**src/rtl/pio_txf_pkg.sv**
```systemverilog
// Shared constants for the PIO TX FIFOs: depths, level width and FDEBUG bit map.
package bob;

    localparam int TXF_DEPTH        = 4;
    localparam int TXF_DEPTH_JOINED = 2 * TXF_DEPTH;
    localparam int TXF_LVL_W        = $clog2(TXF_DEPTH_JOINED) + 1;
    localparam int NUM_SM           = 4;

    // FDEBUG layout: TXSTALL in [27:24], TXOVER in [19:16], one bit per SM.
    localparam int FDEBUG_TXSTALL_LSB = 24;
    localparam int FDEBUG_TXOVER_LSB  = 16;

    function automatic int fdebug_txstall_bit(input int sm);
        return FDEBUG_TXSTALL_LSB + sm;
    endfunction

    function automatic int fdebug_txover_bit(input int sm);
        return FDEBUG_TXOVER_LSB + sm;
    endfunction

endpackage

```
**src/rtl/pio_fifo_mem.sv**
```systemverilog
// FIFO storage: one synchronous write port, one asynchronous read port, cleared on reset.
module pio_fifo_mem #(
    parameter int DW    = 32,
    parameter int DEPTH = 4,
    parameter int AW    = $clog2(2 * DEPTH)
) (
    input  logic          clk,
    input  logic          reset,
    input  logic          we,
    input  logic [AW-1:0] waddr,
    input  logic [DW-1:0] wdata,
    input  logic [AW-1:0] raddr,
    output logic [DW-1:0] rdata
);

    logic [DW-1:0] mem [2*DEPTH];

    always_ff @(posedge clk or negedge reset) begin
        if (!reset) begin
            for (int i = 0; i < 2 * DEPTH; i++) begin
                mem[i] <= '0;
            end
        end else if (we) begin
            mem[waddr] <= wdata;
        end
    end

    assign rdata = mem[raddr];

endmodule

```
**src/rtl/pio_txf.sv**
```systemverilog
// PIO TX FIFO for one state machine: pointers, level, sticky debug flags and join/flush control.
module pio_txf
    import bob::*;
#(
    parameter int DW    = 32,
    parameter int DEPTH = TXF_DEPTH,
    parameter int PW    = $clog2(2 * DEPTH),
    parameter int LW    = $clog2(2 * DEPTH) + 1
) (
    input  logic          clk,
    input  logic          reset,
    input  logic          push,
    input  logic [DW-1:0] push_data,
    input  logic          pop,
    output logic [DW-1:0] pop_data,
    input  logic          join_tx,
    output logic          full,
    output logic          empty,
    output logic [LW-1:0] level,
    output logic          txover,
    output logic          txstall,
    input  logic          over_clr,
    input  logic          stall_clr
);

    logic          join_q;
    logic [PW-1:0] wr_ptr, rd_ptr;
    logic [LW-1:0] depth_act, last_idx;
    logic          flush, do_push, do_pop, over_set, stall_set;

    assign depth_act = join_q ? LW'(2 * DEPTH) : LW'(DEPTH);
    assign last_idx  = depth_act - LW'(1);
    assign full      = (level == depth_act);
    assign empty     = (level == '0);

    // Any change of join empties the FIFO; traffic in that cycle is discarded.
    assign flush     = (join_tx != join_q);
    assign do_pop    = pop && !empty && !flush;
    assign do_push   = push && !flush && (!full || pop);
    assign over_set  = push && full && !pop && !flush;
    assign stall_set = pop && empty && !flush;

    pio_fifo_mem #(.DW(DW), .DEPTH(DEPTH), .AW(PW)) u_mem (
        .clk   (clk),
        .reset (reset),
        .we    (do_push),
        .waddr (wr_ptr),
        .wdata (push_data),
        .raddr (rd_ptr),
        .rdata (pop_data)
    );

    always_ff @(posedge clk or negedge reset) begin
        if (!reset) begin
            join_q <= 1'b0;
            wr_ptr <= '0;
            rd_ptr <= '0;
            level  <= '0;
        end else begin
            join_q <= join_tx;
            if (flush) begin
                wr_ptr <= '0;
                rd_ptr <= '0;
                level  <= '0;
            end else begin
                if (do_push) begin
                    wr_ptr <= ({1'b0, wr_ptr} == last_idx) ? '0 : wr_ptr + PW'(1);
                end
                if (do_pop) begin
                    rd_ptr <= ({1'b0, rd_ptr} == last_idx) ? '0 : rd_ptr + PW'(1);
                end
                case ({do_push, do_pop})
                    2'b10:   level <= level + LW'(1);
                    2'b01:   level <= level - LW'(1);
                    default: level <= level;
                endcase
            end
        end
    end

    // Set wins over a same-cycle clear.
    always_ff @(posedge clk or negedge reset) begin
        if (!reset) begin
            txover  <= 1'b0;
            txstall <= 1'b0;
        end else begin
            if (over_set)       txover <= 1'b1;
            else if (over_clr)  txover <= 1'b0;
            if (stall_set)      txstall <= 1'b1;
            else if (stall_clr) txstall <= 1'b0;
        end
    end

endmodule

```
**config.mk**
```make
export PLATFORM = sky130hd
export DESIGN_NAME = pio_txf
export DESIGN_NICKNAME = d
export VERILOG_FILES = /design/src/rtl/pio_txf_pkg.sv /design/src/rtl/pio_fifo_mem.sv /design/src/rtl/pio_txf.sv
export SDC_FILE = /design/constraint.sdc
export NUM_CORES = 1
export LEC_CHECK = 0
export CAP_MARGIN = 15
export CORE_ASPECT_RATIO = 1.75
export CORE_MARGIN = 2
export CORE_UTILIZATION = 54
export DETAILED_ROUTE_END_ITERATION = 12
export GPL_ROUTABILITY_DRIVEN = 1
export PLACE_DENSITY = 0.74
export RECOVER_POWER = 50
export SLEW_MARGIN = 25
export SYNTH_ARGS = -nofsm -noshare
export SYNTH_HDL_FRONTEND = slang
export SYNTH_SLANG_ARGS = --single-unit
```
**constraint.sdc**
```tcl
create_clock -name clk -period 2.66 [get_ports clk]
set_input_delay 0.266 -clock clk [delete_from_list [all_inputs] [get_ports clk]]
set_output_delay 0.266 -clock clk [all_outputs]
set_load 0.005 [all_outputs]
```
== Word-level counts from Yosys, hierarchy flattened ==
Cells that the tools add are included.
Storage, ports and cells
  word-level logic and storage cells: 70
  register bits after elaboration: 269
  output and inout bits: 40
Cells by class
  magnitude comparators: 3
  eq/ne operators: 6
  bitwise gates (word level): 2
  reduce and logical (&&, ||, !) cells: 21
  multiplexer cells: 19
  add/sub/neg operators: 5
Operators with widths (number)
  $bwmux W256: 1
  $bmux W32 S3: 1
  $demux W32 S3: 1
  $mux W32: 3
  $mux W3: 6
  $logic_and A1 B1 Y1: 10
  $eq A3 B4 Y1: 2
  $ge A4 B4 Y1 const B: 2
  $mux W4: 2
  $not A3 Y4: 2
  $pmux W4 S2: 1
  $reduce_bool A2 Y1: 4
  $sub A4 B1 Y4 const B: 2
  $add A3 B1 Y3 const B: 2
  $add A4 B1 Y4 const B: 1
  $eq A4 B4 Y1: 1
  $logic_not A1 Y1: 4
  $logic_not A4 Y1: 1
  $lt A4 B1 Y1 const B: 1
  $mux W1: 4
  $reduce_bool A3 Y1: 1
  $eq A2 B1 Y1 const B: 1
  $eq A2 B2 Y1 const B: 1
  $logic_or A1 B1 Y1: 1
  $ne A1 B1 Y1: 1

== Longest topological paths before layout ==
Gate-level depths: netlist of the first run.
  word-level depth: 8
  gate-level depth with buffers: 9
  mapped depth without buffers: 7

== By module ==
A second synthesis of the first run with hierarchy kept.
Unflattened totals
  cells, all modules: 764
  area total of the unflattened synthesis: 12552.0 µm²
Modules (own cells, without submodules)
  pio_fifo_mem: area each 11639.9 µm², instances 1, cells an instance 665
  pio_txf: area each 912.1 µm², instances 1, cells an instance 99

== Worst setup path before layout of the first run ==
OpenSTA, ideal clock, no wires.
  path type: register -> register
  start: register level[1]
  end: register level[3]
  arrival time: 2.260 ns
  path buffers: 2
  required time: 2.529 ns
  setup slack: 0.269 ns
  cell stages (with the launch flop): 10
  cells stage by stage: dfrtp_1 -> clkbuf_1 -> o41ai_1 -> clkbuf_1 -> nor3_1 -> ha_1 -> o21a_1 -> nor3_1 -> mux2i_1 -> nand3_1
On the way
  longest elaborated chain between the ends: 7
  elaborated cells between the ends (all ways): 15
  those cells by class: 2 x add/sub; 3 x eq/ne; 2 x mux; 8 x reduce/logical
Ends and longest elaborated chain
  start: declaration: RTL line pio_txf.sv:19  | output logic [LW-1:0] level,
  start signal: assignment: RTL line pio_txf.sv:73  | 2'b10: level <= level + LW'(1);
  start signal: assignment: RTL line pio_txf.sv:74  | 2'b01: level <= level - LW'(1);
  start signal: assignment: RTL line pio_txf.sv:75  | default: level <= level;
  $eq A4 B4 Y1 or $logic_not A4 Y1 (tied branches): RTL line pio_txf.sv:33, pio_txf.sv:34
  $logic_not A1 Y1, on equally long branches: RTL line pio_txf.sv:39, pio_txf.sv:38
  $logic_or A1 B1 Y1 or $logic_and A1 B1 Y1 (tied branches): RTL line pio_txf.sv:39, pio_txf.sv:38
  $logic_and A1 B1 Y1, on equally long branches: RTL line pio_txf.sv:39, pio_txf.sv:38
  $eq A2 B1 Y1 or $eq A2 B2 Y1 (tied branches): RTL line pio_txf.sv:72  | case ({do_push, do_pop})
  $pmux W4 S2: RTL line pio_txf.sv:72
  $mux W4: RTL line pio_txf.sv:61  | if (flush) begin
Parallel ways exist; a longest one is shown, timed or not.
A chain may end at the register's enable or synchronous reset.

== Worst setup path after layout of the first run ==
  start: register rd_ptr[0]
  end: output pop_data[17]
On the way
  longest elaborated chain between the ends: 4
Ends and longest elaborated chain
  start: declaration: RTL line pio_txf.sv:27  | logic [PW-1:0] wr_ptr, rd_ptr;
  start signal: assignment: RTL line pio_txf.sv:70  | rd_ptr <= ({1'b0, rd_ptr} == last_idx) ? '0 : rd_ptr + PW'(1);
  $not A3 Y4 (implied by the code): RTL line pio_fifo_mem.sv:28  | assign rdata = mem[raddr];
  $bmux W32 S3: RTL line pio_fifo_mem.sv:28
  $mux W32 (implied by the code) (2 in series): RTL line pio_fifo_mem.sv:28
  end: declaration: RTL line pio_txf.sv:15  | output logic [DW-1:0] pop_data,
Every way passes these cells. The select of a mux whose other input is x is not followed.

==> qor.yml, run 1 <==
outcome:
  status: "complete, no violations"
finish:
  num-nets-final: 910
  final_util_pct: 65.3
  final_layout_size_suffix_gt1_share_pct: 52.4
  instances_no_fill: 1185
  syn_to_final_growth_pct: 19.3
  design_area_um2: 14700
  diodes: 0
clocking:
  cts_buffers: 25
  clk_pin_slew_ps: 60
  clock_sinks: 269
  clock_latency_ps: 520
  cts_tree: "built"
  root_buffer: "clkbuf_16"
  clock_path_buffers: 3
  cts_max_level: 1
synth:
  synth_flop_cell: "dfrtp_1"
  synth_seq_cells: 269
  synth-edff-count: 0
  yosysUniqueCellTypes: 44
  syn_nets: 799
  yosysMostFrequentCell: "dfrtp_1"
  yosys.area.top_type: "dfrtp_1"
  synthXorXnorAreaFrac_pct: 0.284
  muxShareOfSynthArea_pct: 39.3
  syn_inst: 756
  synth-compound-area-share_pct: 1.27
  netlist_area_um2: 12300
  ys.warnings.count: 0
  synth-adder-area-share_pct: 0.405
  syn_avg_cell_area_um2: 16.3
  ys_seq_area_share_pct: 54.5
  synth_top_family_by_area: "multiplexers"
  ys_top_cells_by_count: "269 x dfrtp_1, 253 x mux2_2, 64 x mux4_2, 30 x mux2_4, 27 x buf_2"
  synthSimpleGateAreaFrac_pct: 2.01
  synth_top_area_share_pct: 54.5
  synth.area.top_cells: "dfrtp_1 55%, mux2_2 23%, mux4_2 12%"
  async_flop_share_pct: 100
floorplan:
  die_w_um: 118
  io_pins: 79
  core-area_um2: 22600
  die-area_um2: 24100
  num_rows: 73
  start_util_pct: 54.7
  chipHeight_um: 204
power_and_ir_drop:
  fin_total_pwr_w: 0.0132
  p_per_area_nw_per_um2: 898
  vdd_ir_drop_max_v: 0.000647
  leakagePower_nw: 6.84
timing:
  finalCritPeriodShare_pct: 98.0
  slew_violations: 0
  period_minus_slack_ps: 2610
  rsz0062_at_grt: "false"
  setup_ws_ps: 52.0
  relSlewSlack_pct: 13.1
  worstMarginPinSlew_ps: 1300
  fmax_ghz: 0.383
  skew_ps: 13.2
  hold_viol_final: 0
  setup_violations: 0
grt:
  antenna_found_initial: 0
  grt-ovfl-total: 0
  grt_pass1_vias: 8314
  grt_max_degree: 97
  grt_usage_pct: 24.9
  grt_first_pass_wirelength_mm: 46.7
worst_hold_path:
  hold_path_class: "input port to flip-flop"
  worstHoldPathCells: 2
drt:
  drc_errors: 0
  ant_nets: 0
  dr.pass1.iters: 5
  viasPerCell: 6.08
  wl_mm: 28.7
  vias: 7206
  wl_per_cell_um: 24.2
  drt_iter0_drc: 561
setup_path:
  worst-endpoint-required_ps: 2390
  cp-endpoint: "pop_data[17]"
  worstPathArrival_ps: 2340
  crit_start: "rd_ptr[0]"
  r2r_slack_ps: 240
  worstReg2RegEnd: "level[3]"
  reg2regPathDepth: 8
  crit_fanout: 5
  worstReg2RegStart: "level[3]"
  start_kind: "flip-flop"
  crit_type: "flip-flop to output port"
  endpoint_kind: "output port"
placement:
  io_buffer_count: 78
  place_area_um2: 13700
  hpwl_mm: 18.2
  dp.cells: 1121
  gp_congestion: 0.841
  pre_cts_slack_ps: 50.2
flow_run:
  drv_cap: 0
per-layer routing:
metal | part of all wire [%] | GRT usage, % | vias to the layer above
met5 | 0 | 0 | -
met4 | 3.7 | 9.72 | 0
li1 | - | - | 3072
met2 | 56 | 46.7 | 207
met3 | 3.2 | 3.01 | 77
met1 | 37 | 28.7 | 3850
area by class of cell:
class,count,area (um^2)
inverters,6,22.5
clock buffers,38,785
well taps,300,375
fillers,1630,7840
repair buffers,134,1390
multi-input cells,431,5370
clock inverters,7,38.8
flip-flops and latches,269,6740
how the worst min path moves through the flow:
stage	start	end	slack, ps
final	stall_clr	txstall	300
after global routing	stall_clr	txstall	320
after CTS	stall_clr	txstall	290
after detailed placement	reset	u_mem.mem[117]	350
after global placement	reset	u_mem.mem[120]	340
after floorplan	reset	join_q	-30
report_power, final:
group          internal, W  leakage (nW)  switching, W
Clock              0.00203         0.418       0.00153
Combinational      0.00264          2.89       0.00157
Sequential         0.00495          3.54      0.000499
Total              0.00962          6.84       0.00361
worst max-delay path, stage by stage (launching register included):
cell and delay [ps]:
dfrtp_4 510, buf_12 150, buf_8 130, mux4_2 440, mux2_2 300, dlygate4sd2_1 270
kinds of logic after synthesis:
kind of cell    Yosys count
buf+inv                  56
mux                     357
xor+xnor                  4
simple gates             44
flops                   269
compound gates           22
fa+ha+maj                 4
cells in the final DEF, fill, tap and decap left out, drive strengths merged, types with 2 or more instances in the layout:
master,instances
mux2i,5
ha,4
inv,7
nand2,6
nand3,5
dfrtp,269
dlygate4sd2,16
clkbuf,60
buf,50
clkdlybuf4s50,39
a21oi,4
clkinv,6
nor4,3
xor2,2
o41ai,2
o21ai,4
a311oi,2
and3,2
mux2,288
o21a,2
xnor2,2
dlygate4sd3,7
nor3,10
nor2,5
and3b,2
nand4,6
mux4,64
metrics by stage:
step	TNS [ps]	hold slack (ps)
finish	0	302
global route	0	319
CTS	-510	287
detailed placement	0	354
global placement	0	338
floorplan	0	-29.6
flip-flops by register name, indices dropped and copies added (netlist names):
| register | flops |
|---|---|
| u_mem.mem | 256 |
| level | 4 |
| rd_ptr | 3 |
| wr_ptr | 3 |
| join_q | 1 |
| txover | 1 |
| txstall | 1 |
timing repair:
action | in CTS | in global routing
buffers inserted | 13 | 1
setup endpoints to repair | 32 | 17
resized for setup | 76 | 21
cloned | 4 | 1
endpoints found under the hold margin | 91 | 0
hold buffers | 1 | 0
No activity file was read; power rests on OpenSTA's default activity.
==> run 2: changes to the inputs <==
Settings changed: SETUP_SLACK_MARGIN set to 0.2.
==> run 2 against run 1 <==
Worst setup slack better by 13 ps; flip-flop and latch count stayed put; total power is 5.4% higher; clock-buffer cell count stayed put.
==> qor.yml, run 2 (synthesis gave the netlist of run 1 again) <==
outcome:
  status: "complete, no violations"
power_and_ir_drop:
  leakagePower_nw: 7.02  # +2.6%
  clkPwrFrac_pct: 25.6  # -1.3 points
  internal-power_w: 0.0102  # +5.9%
  swShare_pct: 26.9  # -0.32 points
  p_seq_share_pct: 39.1  # -2.1 points
  switchingPower_w: 0.00376  # +4.2%
  pwr-share-comb_pct: 35.3  # +3.4 points
  vdd_ir_drop_max_v: 0.000647  # about the same
  p_per_area_nw_per_um2: 924  # +2.9%
placement:
  io_buffer_count: 78  # unchanged
  hpwl_mm: 18.2  # unchanged
  pre_cts_slack_ps: 50.2  # unchanged
  gp_congestion: 0.841  # unchanged
setup_path:
  crit_top_cell: "buf_12"
  slowest_stage: "dfrtp_4"
  crit_fanout: 6  # +1
  crit_chain: "buf_12 -> buf_12 -> buf_12 -> mux4_2 -> mux2_4 -> buf_6"
  slowest_delay_ps: 510  # about the same
  crit_type: "flip-flop to output port"
  start_kind: "flip-flop"
  worstPathArrival_ps: 2330  # about the same
  worst-endpoint-required_ps: 2390  # about the same
  endpoint_kind: "output port"
finish:
  largestRegisters: "u_mem.mem x256, level x4"
  syn_to_final_growth_pct: 22.2
  final_cell_mix: "266 x dfrtp_1, 224 x mux2_2, 64 x mux4_2"
  filler_cell_count: 1597  # -2.0%
  largest_reg_flops: 256  # unchanged
  diodes: 0  # unchanged
  final_layout_size_suffix_gt1_share_pct: 55.0  # +2.6 points
  layout_commonest_cell: "dfrtp_1"
  regMostFlops: "u_mem.mem"
  num-nets-final: 921  # +1.2%
grt:
  grt_max_degree: 97  # unchanged
  grt_pass1_vias: 8378  # +0.77%
  grt_usage_pct: 25.2  # +0.36 points
  grt-ovfl-total: 0  # unchanged
  antenna_found_initial: 0  # unchanged
  grt_first_pass_wirelength_mm: 47.3  # +1.2%
worst_hold_path:
  hold_path_class: "input port to flip-flop"
floorplan:
  core-area_um2: 22600  # unchanged
  chipHeight_um: 204  # unchanged
  die-area_um2: 24100  # unchanged
  io_pins: 79  # unchanged
  die_w_um: 118  # unchanged
  num_rows: 73  # unchanged
  start_util_pct: 54.7  # unchanged
timing:
  finalSetupTns_ps: 0  # unchanged
  setup_violations: 0  # unchanged
  period_minus_slack_ps: 2590  # -13.4 ps
  worstMarginPinSlew_ps: 1310  # +6.82 ps
  slew_violations: 0  # unchanged
  fmax_ghz: 0.385  # +0.52%
  setup_ws_ps: 65.4  # +13.4 ps
  rsz0062_at_grt: "true"
  relSlewSlack_pct: 12.6  # -0.45 points
  skew_ps: 12.8  # -0.403 ps
  finalCritPeriodShare_pct: 97.5  # -0.51 points
  hold_viol_final: 0  # unchanged
clocking:
  clock_sinks: 269  # unchanged
  cts_buffers: 25  # unchanged
  clock_path_buffers: 3  # unchanged
  root_buffer: "clkbuf_16"
  cts_max_level: 1  # unchanged
  clk_pin_slew_ps: 60  # about the same
  clock_latency_ps: 530  # about the same
  cts_tree: "built"
drt:
  vias: 7259  # +0.74%
  wl_per_cell_um: 24.3  # +0.41%
  dr.pass1.iters: 5  # unchanged
  drt_iter0_drc: 488  # -13%
  viasPerCell: 6.07  # -0.19%
  wl_mm: 29.1  # +1.3%
  drc_errors: 0  # unchanged
  ant_nets: 0  # unchanged
flow_run:
  drv_cap: 0  # unchanged
## run 2: cell count changes in the layout (fill, tap and decap cells not counted), sizes merged
cell,change
buf,+36
dlygate4sd2,-16
clkbuf,-9
## run 2: final timing paths
kind / slack [ps] / from / to / cells after the start
worst min register to register: 490 / u_mem.mem[1] / u_mem.mem[1] / 1
worst max-delay path: 70 / rd_ptr[0] / pop_data[18] / 6
max in group asynchronous: 400 / reset / u_mem.mem[200] / 3
worst min-delay path: 300 / stall_clr / txstall / 2
worst max register to register: 250 / level[3] / level[3] / 8
min in group asynchronous: 600 / reset / u_mem.mem[120] / 2
## run 2: power groups by stage
stage	Sequential [W]	Clock [W]	Combinational, W
floorplan	0.00529	0	0.00247
global placement	0.00543	0	0.00388
detailed placement	0.00555	0	0.00401
global route	0.00555	0.00381	0.00525
finish	0.00545	0.00357	0.00493
CTS	0.00543	0.00363	0.00480
## run 2: layer usage
metal / routed length [um] / vias to the layer above / track usage (%) / part of all wire [%]
li1: - / 3103 / - / -
met1: 10700 / 3889 / 29.3 / 37
met2: 16300 / 192 / 47.1 / 56
met3: 981 / 75 / 3.15 / 3.4
met4: 1150 / 0 / 9.85 / 3.9
met5: 0 / - / 0 / 0
## run 2: through the flow
step,hold slack [ps],total power (W),cells,area (um^2),util (%)
final,299,0.0139,1196,15100,66.8
after global routing,317,0.0146,1196,15100,66.8
after CTS,287,0.0139,1191,15000,66.7
after detailed placement,354,0.00956,1121,13700,60.9
after global placement,338,0.00931,1121,13700,60.9
after floorplan,-29.6,0.00776,756,12300,-
## run 2: worst max-delay path: cells and delay by family (launching register included)
kind,cells,cell delay [ps]
multiplexers,2,760
buffers and inverters,4,530
flip-flops,1,510
## run 2: what timing repair did
item	in CTS	in global routing
endpoints found under the setup margin	33	32
resized for setup	188	17
cloned	5	0
hold buffers	1	0
setup buffers	19	5
hold endpoints to repair	91	0
## run 2: layout make-up
type / instances / area, um^2 / share of cell area, %
Multi-Input combinational cell: 431 / 5460 / 36.2
Clock inverter: 7 / 38.8 / 0.257
Sequential cell: 269 / 6740 / 44.7
Tap cell: 300 / 375 / 2.49
Clock buffer: 38 / 785 / 5.20
Inverter: 6 / 22.5 / 0.149
Timing Repair Buffer: 145 / 1660 / 11.0
